[src/rtl/alu_op_controller.sv]
// Front-panel controller: three push-buttons select an opcode and launch one ALU operation
// with start/done handshake and watchdog. Optional debounce filter: ALU_OPCTL_DEBOUNCE_EN.
module alu_op_controller #(
    parameter int NUM_OPS         = 16,
    parameter int DEBOUNCE_CYCLES = 16,
    parameter int TIMEOUT_CYCLES  = 64
) (
    input  logic       clk,
    input  logic       rst,
    input  logic       btn_next,
    input  logic       btn_prev,
    input  logic       btn_exec,
    input  logic       alu_done,
    output logic [3:0] op_sel,
    output logic [3:0] alu_op,
    output logic       alu_start,
    output logic       busy,
    output logic       op_ok,
    output logic       op_timeout
);

    localparam int              CNT_W    = $clog2(TIMEOUT_CYCLES + 1);
    localparam logic [3:0]      SEL_MAX  = 4'(NUM_OPS - 1);
    localparam logic [CNT_W-1:0] CNT_LAST = CNT_W'(TIMEOUT_CYCLES - 1);

    typedef enum logic [1:0] {
        ST_IDLE   = 2'd0,
        ST_LAUNCH = 2'd1,
        ST_WAIT   = 2'd2
    } state_t;

    // Button vectors are ordered {exec, prev, next}.
    logic [2:0] raw_s;
    logic [2:0] sync1_r;
    logic [2:0] sync2_r;
    logic [2:0] deb_s;
    logic [2:0] deb_prev_r;
    logic [2:0] evt_s;

    state_t           state_r, state_nx;
    logic [3:0]       op_sel_r, op_sel_nx;
    logic [3:0]       alu_op_r, alu_op_nx;
    logic             op_ok_r, op_ok_nx;
    logic             op_timeout_r, op_timeout_nx;
    logic             alu_start_r;
    logic             busy_r;
    logic [CNT_W-1:0] wd_cnt_r, wd_cnt_nx;

    assign raw_s = {btn_exec, btn_prev, btn_next};

    // Two-flop synchronizers and the delayed filtered level used for edge detection.
    always_ff @(posedge clk) begin
        if (rst) begin
            sync1_r    <= 3'b000;
            sync2_r    <= 3'b000;
            deb_prev_r <= 3'b000;
        end else begin
            sync1_r    <= raw_s;
            sync2_r    <= sync1_r;
            deb_prev_r <= deb_s;
        end
    end

`ifdef ALU_OPCTL_DEBOUNCE_EN
    localparam int               DB_W    = $clog2(DEBOUNCE_CYCLES + 1);
    localparam logic [DB_W-1:0]  DB_LAST = DB_W'(DEBOUNCE_CYCLES - 1);

    logic [DB_W-1:0] db_cnt_r [3];
    logic [2:0]      deb_r;

    // Debounce filter: the level follows s2 only after it has differed for DEBOUNCE_CYCLES cycles.
    always_ff @(posedge clk) begin
        if (rst) begin
            deb_r <= 3'b000;
            for (int i = 0; i < 3; i++) begin
                db_cnt_r[i] <= {DB_W{1'b0}};
            end
        end else begin
            for (int i = 0; i < 3; i++) begin
                if (sync2_r[i] == deb_r[i]) begin
                    db_cnt_r[i] <= {DB_W{1'b0}};
                end else if (db_cnt_r[i] == DB_LAST) begin
                    deb_r[i]    <= sync2_r[i];
                    db_cnt_r[i] <= {DB_W{1'b0}};
                end else begin
                    db_cnt_r[i] <= db_cnt_r[i] + DB_W'(1);
                end
            end
        end
    end

    assign deb_s = deb_r;
`else
    assign deb_s = sync2_r;
`endif

    assign evt_s = deb_s & ~deb_prev_r;

    // Next-state and next-output logic for the launch/wait sequencer.
    always_comb begin
        state_nx      = state_r;
        op_sel_nx     = op_sel_r;
        alu_op_nx     = alu_op_r;
        op_ok_nx      = op_ok_r;
        op_timeout_nx = op_timeout_r;
        wd_cnt_nx     = wd_cnt_r;
        case (state_r)
            ST_IDLE: begin
                if (evt_s[2]) begin
                    alu_op_nx     = op_sel_r;
                    op_ok_nx      = 1'b0;
                    op_timeout_nx = 1'b0;
                    state_nx      = ST_LAUNCH;
                end else if (evt_s[0] && !evt_s[1]) begin
                    op_sel_nx = (op_sel_r == SEL_MAX) ? 4'd0 : op_sel_r + 4'd1;
                end else if (evt_s[1] && !evt_s[0]) begin
                    op_sel_nx = (op_sel_r == 4'd0) ? SEL_MAX : op_sel_r - 4'd1;
                end else begin
                    op_sel_nx = op_sel_r;
                end
            end
            ST_LAUNCH: begin
                wd_cnt_nx = {CNT_W{1'b0}};
                state_nx  = ST_WAIT;
            end
            ST_WAIT: begin
                // Done takes priority over an expiry in the same cycle.
                if (alu_done) begin
                    op_ok_nx = 1'b1;
                    state_nx = ST_IDLE;
                end else if (wd_cnt_r == CNT_LAST) begin
                    op_timeout_nx = 1'b1;
                    state_nx      = ST_IDLE;
                end else begin
                    wd_cnt_nx = wd_cnt_r + CNT_W'(1);
                end
            end
            default: begin
                state_nx = ST_IDLE;
            end
        endcase
    end

    // State and registered outputs; start and busy are decoded from the next state.
    always_ff @(posedge clk) begin
        if (rst) begin
            state_r      <= ST_IDLE;
            op_sel_r     <= 4'd0;
            alu_op_r     <= 4'd0;
            op_ok_r      <= 1'b0;
            op_timeout_r <= 1'b0;
            alu_start_r  <= 1'b0;
            busy_r       <= 1'b0;
            wd_cnt_r     <= {CNT_W{1'b0}};
        end else begin
            state_r      <= state_nx;
            op_sel_r     <= op_sel_nx;
            alu_op_r     <= alu_op_nx;
            op_ok_r      <= op_ok_nx;
            op_timeout_r <= op_timeout_nx;
            alu_start_r  <= (state_nx == ST_LAUNCH);
            busy_r       <= (state_nx != ST_IDLE);
            wd_cnt_r     <= wd_cnt_nx;
        end
    end

    assign op_sel     = op_sel_r;
    assign alu_op     = alu_op_r;
    assign alu_start  = alu_start_r;
    assign busy       = busy_r;
    assign op_ok      = op_ok_r;
    assign op_timeout = op_timeout_r;

endmodule

[config.mk]
export PLATFORM = sky130hd
export DESIGN_NAME = alu_op_controller
export DESIGN_NICKNAME = d
export VERILOG_FILES = /design/src/rtl/alu_op_controller.sv
export SDC_FILE = /design/constraint.sdc
export NUM_CORES = 1
export LEC_CHECK = 0
export BUFFER_PORTS_ARGS = -buffer_cell sky130_fd_sc_hd__buf_2
export CORE_MARGIN = 2
export CORE_UTILIZATION = 45
export DETAILED_ROUTE_END_ITERATION = 10
export PLACE_DENSITY = 0.65
export SLEW_MARGIN = 20
export SYNTH_ARGS = -nofsm -noshare
export SYNTH_HDL_FRONTEND = slang
export SYNTH_SLANG_ARGS = --single-unit
[constraint.sdc]
create_clock -name clk -period 2.3 [get_ports clk]
set_clock_uncertainty 0.15 [all_clocks]
set_input_delay 0.345 -clock clk [delete_from_list [all_inputs] [get_ports clk]]
set_output_delay 0.345 -clock clk [all_outputs]
set_load 0.005 [all_outputs]
# == Word-level counts from Yosys, hierarchy flattened ==
# Index checks and enable logic that the tools add are counted.
# totals
ff_bits,30
latchBits,0
ramBits,0
romBits,0
elab_cells,59
n_memories,0
# op_classes
n_addsub,3
mul,0
div_mod_pow,0
magnitude_cmp,0
n_eq_ne,10
n_shift,0
muxes,17
bitwise,3
n_reduce_logical,15
# ops
op,count
4-bit two-way mux,4
7-bit two-way mux,2
7-bit case mux with 2 select lines,1
"2-bit != test, second input constant",5
3-bit AND reduction,3
2-bit nonzero test,4
"7-bit by 1-bit adder with 7-bit output, second input constant",1
"7-bit by 6-bit equality test with 1-bit output, second input constant",1
2-bit two-way mux,3
2-bit case mux with 3 select lines,1
"4-bit by 1-bit adder with 4-bit output, second input constant",1
"2-bit by 1-bit equality test with 1-bit output, second input constant",2
"4-bit equality test, second input constant",1
4-bit zero test,1
1-bit two-way mux,4
1-bit case mux with 2 select lines,2
4-bit AND reduction,1
"4-bit by 1-bit subtractor with 4-bit output, second input constant",1
3-bit AND,1
3-bit inverter,1
"2-bit equality test, second input constant",1
1-bit logical AND,2
1-bit zero test,2
2-bit zero test,1
other kinds (2),2

# == Logic depth before layout (Yosys ltp) ==
# logic_depth
word_depth,6
mapped_depth,6
ltp_nobuf,6

# == Worst setup path after synthesis ==
# No wires, ideal clock.
# synth_timing
kind,register to register
start,register sync2_r[0] (netlist: deb_s[0])
end,register op_sel_r[3] (netlist: op_sel[3])
setup_ns,0.119
arrival_time_ns,1.534
t_required_ns,2.031
path_slack_ns,0.497
stages_incl_launch_ff,6
path_buffers,0
period_less_slack_ns,1.803
cell_sequence,dfxtp_1 -> nor2b_1 -> ha_1 -> a2111oi_4 -> o31ai_1 -> o221a_2
# synth_via
elab_chain_len,5
word_cells_on_any_way,7
cone_classes,1 x mux; 1 x bitwise; 5 x reduce/logical
# synth_lines
element,line_no,source
"start, declared",35,logic [2:0] sync2_r;
"start signal, assigned",59,sync2_r <= sync1_r;
3-bit AND *,97,assign evt_s = deb_s & ~deb_prev_r;
1-bit zero test,116,end else if (evt_s[1] && !evt_s[0]) begin
1-bit logical AND,116,
2-bit nonzero test (no source line),n/a,
3-bit AND reduction (no source line),n/a,
"end signal, assigned",157,op_sel_r <= op_sel_nx;
"end, declared",41,"logic [3:0] op_sel_r, op_sel_nx;"
# Every way passes the cells marked *; elsewhere a longest branch is shown, timed or not.
# A chain may end at the register's enable or synchronous reset.

# == Worst setup path in the final report ==
# layout_timing
start,register deb_prev_r[1]
end,register op_sel_r[3] (netlist: op_sel[3])
# layout_via
elab_chain_len,6
word_cells_on_any_way,8
cone_classes,1 x mux; 2 x bitwise; 5 x reduce/logical
# layout_lines
element,line_no,source
"start, declared",37,logic [2:0] deb_prev_r;
"start signal, assigned",60,deb_prev_r <= deb_s;
3-bit inverter *,97,
3-bit AND *,97,
1-bit zero test,114,end else if (evt_s[0] && !evt_s[1]) begin
1-bit logical AND,114,
2-bit nonzero test (no source line),n/a,
3-bit AND reduction (no source line),n/a,
# Marked as above.

==> run_results.csv <==
group,metric,value,unit
timing,worst_slew_pin_slew,515,ps
synth,synth_seq_cells,30,
drt,drt-pass1-iter-count,4,
clocking,cts_resized,0,
timing,grt_setup_unrepaired,"false",
critical_path,crit_slowest_cell,"a2111oi_4",
critical_path,slowest_delay,540,ps
status,status,"finished clean",
drt,wirelength,2400,um
drt,ant_nets,0,
global_routing,grt_max_degree,30,
critical_path,start_kind,"register",
synth,synth_flop_cell,"dfxtp_1",
clocking,cts_buffer_depth,2,
clocking,insertion_delay,320,ps
floorplanning,start_util,0.468,
synth,yosysSeqAreaShare,0.469,
synth,synthesis.area,1280,um2
critical_path,cp.arrival,2030,ps
critical_path,cp-end-kind,"register",
clocking,postCtsHoldBufs,0,
layout,diodes,0,
global_routing,track_usage,0.162,
layout,drive_gt1_frac,0.176,
drt,drc,0,
synth,synth_cell_types,39,
synth,yosys_warnings,0,
layout,area_delta_synth_final,10.6,%
synth,synth_edf_count,0,
clocking,cts_tree,"yes",
layout,fill_cells,272,
drt,drt-initial-drc-count,58,
pwr,powerDensity,654,nW/um2
clocking,postCtsSetupRepairBufs,0,
synth,synth.avg_cell_area,9.41,um2
clocking,clk_pin_slew,90,ps
floorplanning,dieArea,3290,um2
drt,avgRoutedWirePerCell,13.0,um
critical_path,crit_chain,"nand2b_1 -> ha_1 -> a2111oi_4 -> o31ai_1 -> o221a_2",
timing,slew_headroom,0.656,
pwr,leakagePower,0.543,nW
drt,via_per_inst,5.56,
floorplanning,die_w,57.3,um
global_routing,grt_pass1_vias,953,
critical_path,critPathTopFamily,"compound AO/OA/AOI/OAI gates",
timing,slew_viol_final,0,
clocking,cts_buffers,5,
layout,final_nets,164,
synth,yosysTopAreaCellShare,0.469,
critical_path,critPathKind,"reg -> reg",
synth,synth_area_leaders,"dfxtp_1 (47%), nor2b_1 (5.4%), ha_1 (4.9%)",
critical_path,worstPathRequired,2370,ps
timing,setup_tns,0,ps
synth,syn-instance-count,136,
critical_path,critPathBufInv,0,
drt,vias,1023,
timing,fin_crit,1960,ps
floorplanning,io_pins,18,
synth,syn_nets,147,
floorplanning,core,2730,um2
min_path,hold_class,"in -> reg",
synth,yosysTopAreaCell,"dfxtp_1",
global_routing,overflow,0,
placed_design,port_buffers,17,
timing,fin_crit_sh,0.853,
timing,fmax,0.510,GHz
pwr,peakVddDrop,0.439,mV
timing,hold_slack,74.6,ps
floorplanning,rows,19,
placed_design,place_congestion,0.844,
placed_design,place_hpwl,1670,um
clocking,clkSinkCount,30,
global_routing,antenna_found_initial,0,
timing,hold_violations,0,
critical_path,cp_max_fo,7,
floorplanning,die_h,57.3,um
clocking,htree_levels,2,
synth,async_flop_share,0,
flow_run,maxCapViolations,0,
timing,finalSetupViolCount,0,
global_routing,grt_pass1_wl,3950,um
clocking,clockRootBuffer,"clkbuf_4",
-- sequential cells by signal, summed over array words and instances, names as in the netlist --
signal,count
busy,1
deb_s,3
sync1_r,3
deb_prev_r,3
alu_start,1
op_timeout,1
state_r,2
op_sel,4
op_ok,1
alu_op,4
wd_cnt_r,7
-- placed cells by master, fill, tap and decap left out, types with 2 or more instances in the layout --
cell / n
clkbuf_1: 2
ha_1: 5
nor2b_1: 11
nand2_1: 9
a21oi_1: 12
dfxtp_1: 30
a311oi_1: 2
nand2b_1: 3
nor2_1: 14
inv_1: 8
o311ai_0: 2
buf_2: 17
or4_1: 3
nand4_1: 2
clkbuf_4: 5
o31ai_1: 2
nand3_1: 3
a31oi_1: 2
-- cell usage after synthesis, types with 3 or more instances --
cell type	n
ha_1	5
nor2b_1	11
a21oi_1	12
nand3_1	3
nand2b_1	3
dfxtp_1	30
nor2_1	14
or4_1	3
clkbuf_1	5
inv_1	8
nand2_1	9
-- logic make-up after synthesis --
| group | Yosys count | share of synthesized area |
|---|---|---|
| AOI/OAI and AO/OA | 31 | 0.182 |
| xor gates and xnor gates | 1 | 0.00684 |
| adders and majority gates | 5 | 0.0489 |
| buffers and inverters | 15 | 0.0499 |
| DFF | 30 | 0.469 |
| muxes | 2 | 0.0166 |
| and+or+nand+nor | 52 | 0.227 |
-- final cells by class --
type                       count  area (um2)  share of cell area
multi-input combinational     91         616               0.435
tap                           31        38.8              0.0274
inverter                       8        30.0              0.0212
timing repair buffer          17        85.1              0.0601
sequential                    30         601               0.424
clock buffer                   7        45.0              0.0318
-- path summary, 6_finish.rpt --
check | slack (ps) | from | cells past startpoint | to
max | 340 | deb_prev_r[1] | 5 | op_sel[3]
min | 70 | btn_next | 2 | sync1_r[0]
max reg2reg | 340 | deb_prev_r[1] | 5 | op_sel[3]
min reg2reg | 290 | sync1_r[2] | 1 | deb_s[2]
-- worst register-to-register path: stages, from the launching register on --
cell	delay [ps]
dfxtp_1	310
nand2b_1	140
ha_1	300
a2111oi_4	540
o31ai_1	160
o221a_2	250
-- per-stage QoR --
| stage | power, mW | instances | instance area (um2) | utilization | worst slack, ps |
|---|---|---|---|---|---|
| floorplan | 0.629 | 136 | 1280 | - | 497 |
| global placement | 0.653 | 177 | 1370 | 0.501 | 426 |
| detailed placement | 0.658 | 177 | 1370 | 0.501 | 360 |
| CTS | 0.939 | 184 | 1420 | 0.518 | 339 |
| global route | 0.980 | 184 | 1420 | 0.518 | 257 |
| finish | 0.926 | 184 | 1420 | 0.518 | 338 |
-- per-layer routing --
layer / global-route usage / wire, um
met5: 0 / 0
met2: 0.281 / 1170
met3: 0.0680 / 80
met4: 0.0764 / 46
met1: 0.169 / 1100
-- power breakdown --
group          internal (mW)  switching, mW  total [mW]  leakage [nW]
Sequential             0.536         0.0180       0.554         0.244
Clock                  0.115          0.165       0.280        0.0254
Combinational         0.0432         0.0486      0.0918         0.273
Total                  0.694          0.232       0.926         0.543
Note: power is estimated with default switching activity, not from simulation.
